`src/rtl/mips_pipe_pkg.sv`:
```
// Shared definitions for the MIPS pipeline control blocks.
//   state_e       : stall sequencer states (RUN=0, MULDIV=1)
//   MEMREAD_NONE  : MemRead encoding meaning "not a load"
//   REG_ZERO      : architectural register $0 (hardwired zero, never a hazard)
//   is_load_use() : load-use hazard test between the EX and ID instructions
package mips_pipe_pkg;

    typedef enum logic {
        RUN    = 1'b0,
        MULDIV = 1'b1
    } state_e;

    localparam logic [1:0] MEMREAD_NONE = 2'b00;
    localparam logic [4:0] REG_ZERO     = 5'd0;

    // A load in EX whose destination is read by the ID instruction must be
    // separated by one bubble. Writes to $0 are discarded, so they never stall.
    function automatic logic is_load_use(
        input logic [1:0] ex_mem_read,
        input logic       ex_reg_write,
        input logic [4:0] ex_dest_reg,
        input logic [4:0] id_rs,
        input logic [4:0] id_rt,
        input logic       id_uses_rt
    );
        return (ex_mem_read != MEMREAD_NONE) && ex_reg_write &&
               (ex_dest_reg != REG_ZERO) &&
               ((ex_dest_reg == id_rs) || (id_uses_rt && (ex_dest_reg == id_rt)));
    endfunction

endpackage

```
`src/rtl/sat_counter.sv`:
```
// Saturating up-counter with synchronous clear.
//   clk   : clock
//   srst  : synchronous clear (wins over inc)
//   inc   : count enable; holds at all-ones once reached
//   count : current value
module sat_counter #(
    parameter int W = 16
) (
    input  logic         clk,
    input  logic         srst,
    input  logic         inc,
    output logic [W-1:0] count
);

    logic [W-1:0] count_q;
    logic [W-1:0] count_d;

    always_comb begin
        count_d = count_q;
        if (inc && (count_q != '1)) begin
            count_d = count_q + 1'b1;
        end
    end

    always_ff @(posedge clk) begin
        if (srst) begin
            count_q <= '0;
        end else begin
            count_q <= count_d;
        end
    end

    assign count = count_q;

endmodule

```
`src/rtl/hazard_stall_controller.sv`:
```
// Stall/flush sequencer for the 5-stage MIPS pipeline.
// Inputs : Clk, Reset (sync, active high), ID register fields (IDRs, IDRt,
//          IDUsesRt, IDIsMulDiv), BranchTaken, EX-stage controls
//          (EXMemRead, EXRegWrite, EXDestReg).
// Outputs: PCWrite, IFIDWrite, IFIDFlush, IDEXWrite, IDEXFlush (Mealy),
//          MulDivBusy, and saturating StallCycles / FlushCount counters.
module hazard_stall_controller
    import mips_pipe_pkg::*;
#(
    parameter int MULDIV_CYCLES = 4,
    parameter int CNT_W         = 16
) (
    input  logic             Clk,
    input  logic             Reset,
    input  logic [4:0]       IDRs,
    input  logic [4:0]       IDRt,
    input  logic             IDUsesRt,
    input  logic             IDIsMulDiv,
    input  logic             BranchTaken,
    input  logic [1:0]       EXMemRead,
    input  logic             EXRegWrite,
    input  logic [4:0]       EXDestReg,
    output logic             PCWrite,
    output logic             IFIDWrite,
    output logic             IFIDFlush,
    output logic             IDEXWrite,
    output logic             IDEXFlush,
    output logic             MulDivBusy,
    output logic [CNT_W-1:0] StallCycles,
    output logic [CNT_W-1:0] FlushCount
);

    localparam int                  CNT_BITS = $clog2(MULDIV_CYCLES);
    // The first EX cycle of the mult/div happens in RUN, so the hold phase
    // lasts MULDIV_CYCLES-1 cycles: load MULDIV_CYCLES-2 and exit at zero.
    localparam logic [CNT_BITS-1:0] CNT_LOAD = CNT_BITS'(MULDIV_CYCLES - 2);

    state_e              state_q, state_d;
    logic [CNT_BITS-1:0] cnt_q, cnt_d;
    logic                load_use;

    always_comb begin
        load_use = is_load_use(EXMemRead, EXRegWrite, EXDestReg,
                               IDRs, IDRt, IDUsesRt);
    end

    always_comb begin
        PCWrite    = 1'b1;
        IFIDWrite  = 1'b1;
        IDEXWrite  = 1'b1;
        IFIDFlush  = 1'b0;
        IDEXFlush  = 1'b0;
        MulDivBusy = 1'b0;
        state_d    = state_q;
        cnt_d      = cnt_q;

        if (Reset) begin
            PCWrite   = 1'b0;
            IFIDWrite = 1'b0;
            IDEXFlush = 1'b1;
            IFIDFlush = 1'b1;
            state_d   = RUN;
            cnt_d     = '0;
        end else begin
            unique case (state_q)
                RUN: begin
                    if (load_use) begin
                        // Freeze IF/ID and insert one bubble; the branch or
                        // mult/div in ID is re-evaluated next cycle.
                        PCWrite   = 1'b0;
                        IFIDWrite = 1'b0;
                        IDEXFlush = 1'b1;
                    end else if (IDIsMulDiv) begin
                        IFIDFlush = BranchTaken;
                        state_d   = MULDIV;
                        cnt_d     = CNT_LOAD;
                    end else if (BranchTaken) begin
                        IFIDFlush = 1'b1;
                    end
                end
                MULDIV: begin
                    PCWrite    = 1'b0;
                    IFIDWrite  = 1'b0;
                    IDEXWrite  = 1'b0;
                    MulDivBusy = 1'b1;
                    if (cnt_q == '0) begin
                        state_d = RUN;
                    end else begin
                        cnt_d = cnt_q - 1'b1;
                    end
                end
                default: begin
                    state_d = RUN;
                    cnt_d   = '0;
                end
            endcase
        end
    end

    always_ff @(posedge Clk) begin
        if (Reset) begin
            state_q <= RUN;
            cnt_q   <= '0;
        end else begin
            state_q <= state_d;
            cnt_q   <= cnt_d;
        end
    end

    sat_counter #(.W(CNT_W)) u_stall_cnt (
        .clk   (Clk),
        .srst  (Reset),
        .inc   (~PCWrite),
        .count (StallCycles)
    );

    sat_counter #(.W(CNT_W)) u_flush_cnt (
        .clk   (Clk),
        .srst  (Reset),
        .inc   (IFIDFlush),
        .count (FlushCount)
    );

endmodule
```
`config.mk`:
```
export PLATFORM = sky130hd
export DESIGN_NAME = hazard_stall_controller
export DESIGN_NICKNAME = d
export VERILOG_FILES = /design/src/rtl/mips_pipe_pkg.sv /design/src/rtl/sat_counter.sv /design/src/rtl/hazard_stall_controller.sv
export SDC_FILE = /design/constraint.sdc
export NUM_CORES = 1
export LEC_CHECK = 0
export CAP_MARGIN = 20
export CORE_MARGIN = 1.5
export CORE_UTILIZATION = 30
export CTS_BUF_LIST = sky130_fd_sc_hd__clkbuf_4 sky130_fd_sc_hd__clkbuf_8 sky130_fd_sc_hd__clkbuf_16
export DETAILED_ROUTE_END_ITERATION = 10
export MAX_ROUTING_LAYER = met4
export PLACE_DENSITY_LB_ADDON = 0.25
export SLEW_MARGIN = 20
export SYNTH_ARGS = -nofsm -noshare
export SYNTH_HDL_FRONTEND = slang
export SYNTH_SLANG_ARGS = --single-unit
export TNS_END_PERCENT = 20
```
`constraint.sdc`:
```
create_clock -name Clk -period 4.3 [get_ports Clk]
set_clock_uncertainty 0.15 [all_clocks]
set_input_delay 1.075 -clock Clk [delete_from_list [all_inputs] [get_ports Clk]]
set_output_delay 1.075 -clock Clk [all_outputs]
set_load 0.01 [all_outputs]
```
### Word-level counts from Yosys, hierarchy flattened

Index checks and enable logic that the tools add are counted.

* register bits: 35
* latch bits: 0
* RAM bits: 0
* ROM bits: 0
* input bits: 23
* memories: 0

* $add $sub $neg: 3
* multiply operators: 0
* divide/modulo/power cells: 0
* magnitude comparators: 0
* eq/ne operators: 7
* shift operators: 0
* mux-type cells: 23
* bitwise gates (word level): 2
* reductions and logical operators: 11

Operator list (number)
* 16-bit by 1-bit adder with 16-bit output, second input constant: 2
* 16-bit != test, second input constant: 2
* 1-bit two-way mux: 17
* 5-bit == test: 2
* 1-bit logical AND: 6
* 2-bit two-way mux: 3
* 2-bit != test, second input constant: 3
* 5-bit nonzero test: 1
* 1-bit one-hot mux with 2 select lines: 2
* 2-bit one-hot mux with 2 select lines: 1
* 3-bit AND reduction: 1
* 2-bit logical NOT: 1
* 1-bit inverter: 2
* 2-bit nonzero test: 1
* 2-bit by 1-bit subtractor with 2-bit output, second input constant: 1
* 1-bit logical OR: 1

### Depth between registers and ports, before layout

* depth in word-level cells: 9
* gate-level depth with buffers: 8

### By module

From an unflattened synthesis, not the netlist that was laid out.

* cell total of the unflattened synthesis: 249
* area, all modules: 2088.3 sq um

By module, submodules not included
* sat_counter: instances 2, cells each 99, area each 848.3 sq um
* hazard_stall_controller: instances 1, cells each 51, area each 391.6 sq um

### Least setup slack after synthesis

No wires, ideal clock.

* path kind: input to output
* from: input port EXDestReg[4]
* to: output port IFIDFlush
* data arrival time: 2274 ps
* setup slack: 801 ps
* stages on the path: 7
* cells stage by stage: xnor2_1 > nand3_1 > o22a_1 > o21ai_1 > buf_2 > buf_2 > nand2_1

* cells in the longest elaborated chain, start to end: 7
* elaborated cells on any way between the ends: 10
* those cells by class: eq/ne (2); mux (3); reduce/logical (5)

RTL lines
* start: declaration: RTL line hazard_stall_controller.sv:22 `input logic [4:0] EXDestReg,`
* 5-bit == test: RTL line mips_pipe_pkg.sv:28 `((ex_dest_reg == id_rs) || (id_uses_rt && (ex_dest_reg == id_rt)));`
* 1-bit logical AND: RTL line mips_pipe_pkg.sv:28
* 1-bit logical OR: RTL line mips_pipe_pkg.sv:28
* 1-bit logical AND *: RTL line mips_pipe_pkg.sv:27 `(ex_dest_reg != REG_ZERO) &&`
* 1-bit two-way mux *: RTL line hazard_stall_controller.sv:67 `if (load_use) begin`
* 1-bit two-way mux *: RTL line hazard_stall_controller.sv:65 `unique case (state_q)`
* 1-bit two-way mux *: RTL line hazard_stall_controller.sv:57 `if (Reset) begin`
* end: declaration: RTL line hazard_stall_controller.sv:25 `output logic IFIDFlush,`

Every way passes the cells marked *; elsewhere a longest branch is shown, timed or not.

### Worst setup path in the final report

* from: input port EXDestReg[0]
* to: output port PCWrite

* cells in the longest elaborated chain, start to end: 7
* elaborated cells on any way between the ends: 10
* those cells by class: eq/ne (2); mux (3); reduce/logical (5)

RTL lines
* 5-bit == test: RTL line mips_pipe_pkg.sv:28
* 1-bit logical AND: RTL line mips_pipe_pkg.sv:28
* 1-bit logical OR: RTL line mips_pipe_pkg.sv:28
* 1-bit logical AND *: RTL line mips_pipe_pkg.sv:27
* 1-bit two-way mux *: RTL line hazard_stall_controller.sv:67
* 1-bit one-hot mux with 2 select lines *: RTL line hazard_stall_controller.sv:65
* 1-bit two-way mux *: RTL line hazard_stall_controller.sv:57
* end: declaration: RTL line hazard_stall_controller.sv:23 `output logic PCWrite,`

Marks and branches as above.

==> metrics.txt <==
# TYPE chip_impl_metric gauge
chip_impl_metric{name="p_leak",unit="nW"} 0.9074
chip_impl_metric{name="drc",unit=""} 0
chip_impl_metric{name="synth_cells",unit=""} 243
chip_impl_metric{name="numPortBuffers",unit=""} 60
chip_impl_metric{name="crit_required",unit="ps"} 3070
chip_impl_metric{name="dp_hpwl",unit="µm"} 3667
chip_impl_metric{name="grt.total_usage",unit="%"} 15.07
chip_impl_metric{name="n_diodes",unit=""} 0
chip_impl_metric{name="share_seq_of_total_power",unit="%"} 46.8
chip_impl_metric{name="slew_viol_final",unit=""} 0
chip_impl_metric{name="final_core_utilization",unit="%"} 43.22
chip_impl_metric{name="cts_max_level",unit=""} 2
chip_impl_info{name="path_class",value="in2out"} 1
chip_impl_metric{name="nNetsFinal",unit=""} 326
chip_impl_metric{name="switchingPower",unit="µW"} 182.6
chip_impl_metric{name="max-clock-path-buffers",unit=""} 2
chip_impl_metric{name="timing.max_slew.rel_slack",unit="%"} 55.93
chip_impl_metric{name="rows",unit=""} 29
chip_impl_metric{name="ir_worst_vdd",unit="µV"} 124.6
chip_impl_metric{name="initial_utilization",unit="%"} 31.17
chip_impl_info{name="most_common_cell_after_layout_fill_and_taps_aside",value="clkdlybuf4s50_1"} 1
chip_impl_metric{name="overflow",unit=""} 0
chip_impl_metric{name="routedWlPerCell",unit="µm"} 13.97
chip_impl_metric{name="ys_types",unit=""} 46
chip_impl_metric{name="synthesis.area_per_instance",unit="µm²"} 8.192
chip_impl_metric{name="synthArstFlopShare",unit="%"} 0
chip_impl_metric{name="p_clk_share",unit="%"} 38.6
chip_impl_info{name="commonest_cells_after_routing_fill_and_taps_aside",value="clkdlybuf4s50_1 (59), dfxtp_1 (35), nand2_1 (21), a21oi_1 (21), nor2_1 (14)"} 1
chip_impl_metric{name="worst_pin_slew",unit="ps"} 659.6
chip_impl_metric{name="die_width",unit="µm"} 84.46
chip_impl_info{name="clock_tree.root_cell",value="clkbuf_8"} 1
chip_impl_metric{name="power.density",unit="nW/µm²"} 260.8
chip_impl_metric{name="post_drt_via_cell_ratio",unit=""} 5.529
chip_impl_metric{name="post-route-period-util",unit="%"} 97.79
chip_impl_info{name="cp-start-kind",value="input pin"} 1
chip_impl_info{name="ys.flop_type",value="dfxtp_1"} 1
chip_impl_metric{name="grt_first_pass_wirelength",unit="µm"} 8728
chip_impl_metric{name="core_area",unit="µm²"} 6386
chip_impl_metric{name="route.final.wire_length",unit="µm"} 5282
chip_impl_info{name="clock_tree_from_tritoncts",value="done"} 1
chip_impl_metric{name="gp_congestion",unit=""} 0.7994
chip_impl_metric{name="grt_pass1_vias",unit=""} 1864
chip_impl_metric{name="ys_warn_count",unit=""} 0
chip_impl_metric{name="max_freq",unit="GHz"} 0.2378
chip_impl_info{name="run_status",value="finished clean"} 1
chip_impl_metric{name="dr_total_vias",unit=""} 2090
chip_impl_metric{name="synth-seq-area-share",unit="%"} 35.20
chip_impl_metric{name="design.die.area",unit="µm²"} 7133
chip_impl_metric{name="power.share.switching",unit="%"} 25.37
chip_impl_info{name="rsz0062_at_grt",value="no"} 1
chip_impl_metric{name="fin_tns_setup",unit="ps"} 0
chip_impl_metric{name="die_height",unit="µm"} 84.46
chip_impl_metric{name="first_iter_violations",unit=""} 44
chip_impl_metric{name="totalPowerFinal",unit="µW"} 719.8
chip_impl_metric{name="combPwrFrac",unit="%"} 14.6
chip_impl_metric{name="p_int",unit="µW"} 537.2
chip_impl_metric{name="clock_latency",unit="ps"} 290
chip_impl_metric{name="netlist_area",unit="µm²"} 1991
chip_impl_metric{name="worstPathMaxFanout",unit=""} 4
chip_impl_metric{name="holdBufCountCts",unit=""} 0
chip_impl_metric{name="maximum_number_of_pins_on_one_net_before_global_route_repair",unit=""} 38
chip_impl_metric{name="finalSetupViolCount",unit=""} 0
chip_impl_metric{name="worst_endpoint_data_arrival_time",unit="ps"} 2980
chip_impl_metric{name="clk_pin_slew_worst_paths",unit="ps"} 70
chip_impl_metric{name="route.antenna.remaining_nets",unit=""} 0
chip_impl_metric{name="layout_min_cycle_time",unit="ps"} 4205
chip_impl_metric{name="io_pins",unit=""} 61
chip_impl_metric{name="syn-num-nets",unit=""} 269
chip_impl_metric{name="number_of_antenna_violations_at_the_first_check_in_global_routing",unit=""} 0
chip_impl_metric{name="numClockSinks",unit=""} 35
chip_impl_metric{name="numCtsBuffers",unit=""} 5
chip_impl_info{name="worstSetupEndpointType",value="output pin"} 1
chip_impl_metric{name="drtPass1Iterations",unit=""} 4
chip_impl_metric{name="final_layout_size_suffix_gt1_share",unit="%"} 7.973
chip_impl_metric{name="max-cap-violations",unit=""} 0
chip_impl_metric{name="synth_enable_flop_cells",unit=""} 0
chip_impl_metric{name="timing_hold_violations_final",unit=""} 0
chip_impl_info{name="hold_path.class",value="reg2reg"} 1
chip_impl_metric{name="postSynthRegisterBits",unit=""} 35
chip_impl_metric{name="area_growth",unit="%"} 38.66
[layout make-up]
cell class,instances,area (µm²)
Inverter,7,26.28
Multi-Input combinational cell,186,1192
Clock buffer,8,103.9
Timing Repair Buffer,65,640.6
Tap cell,77,96.34
Sequential cell,35,700.7
Fill cell,645,3626
[kinds of logic after synthesis]
family | share of synthesized area (%)
compound gates | 21.37
xor+xnor | 4.400
fa+ha+maj | 1.886
buf+inv | 5.154
flops | 35.20
mux | 2.263
simple gates | 29.73
[layer usage]
metal | share of wire [%] | global-route usage (%) | vias to the layer above
met5 | 0 | - | -
met4 | 1.0 | 3.959 | 0
met3 | 4.3 | 2.950 | 7
met2 | 46 | 23.85 | 56
met1 | 49 | 19.77 | 999
li1 | - | - | 1028
[power by group through the flow]
stage / logic, mW / clock network, mW / registers [mW]
3_3_place_gp: 0.104 / 0 / 0.344
6_report: 0.105 / 0.278 / 0.337
5_1_grt: 0.114 / 0.297 / 0.338
4_1_cts: 0.106 / 0.285 / 0.336
3_5_place_dp: 0.106 / 0 / 0.344
2_1_floorplan: 0.0527 / 0 / 0.344
[through the flow]
stage	instance area, µm²	setup slack (ps)	instances	hold slack (ps)
2_1_floorplan	1991	801.2	243	305.8
3_3_place_gp	2654	97.93	370	322.7
3_5_place_dp	2654	90.34	370	327.1
4_1_cts	2758	76.28	378	339.8
5_1_grt	2760	15.22	378	375.2
6_report	2760	95.20	378	332.2
[flip-flops by register name, indices dropped and copies added (netlist names)]
register           cells
u_flush_cnt.count     16
u_stall_cnt.count     16
cnt_q                  2
state_q                1
[cells in the mapped netlist, types with 3 or more instances]
cell      count  area share (%)
dfxtp_1      35              35
a21oi_1      21             5.3
nand2_1      21             4.0
nor2_1       14             2.6
nand3_1      13             3.3
o31ai_1      11             4.1
or4_1        10             3.8
xnor2_1      10             4.4
buf_2         7             1.8
nor2b_1       7             2.2
nor3_1        7             1.8
o21ai_0       7             1.8
clkbuf_1      6             1.1
inv_1         6             1.1
nand4_1       6             1.9
nor4_1        6             1.9
and3_1        5             1.6
or3_1         5             1.6
mux2_2        4             2.3
a31oi_1       3            0.94
ha_1          3             1.9
o21a_1        3             1.1
o41ai_1       3             1.3
[final timing paths]
path                            cells after the start  slack, ps                   end                 start
worst max-delay path                                6        100               PCWrite          EXDestReg[0]
worst min-delay path                                2        330              cnt_q[1]              cnt_q[1]
worst max register to register                      7       2000  u_flush_cnt.count[4]  u_flush_cnt.count[0]
worst min register to register                      2        330              cnt_q[1]              cnt_q[1]
[worst max-delay path: stages]
cell and delay, ps:
clkdlybuf4s50_1 470, nor3_1 210, a21oi_1 160, a211oi_2 370, buf_4 180, clkdlybuf4s50_1 520
[what timing repair did]
item	CTS	global route
hold endpoints to repair	0	0
setup endpoints to repair	0	1
gates resized for setup	0	1
buffers inserted	0	0
Note: power is estimated with default switching activity, not from simulation.
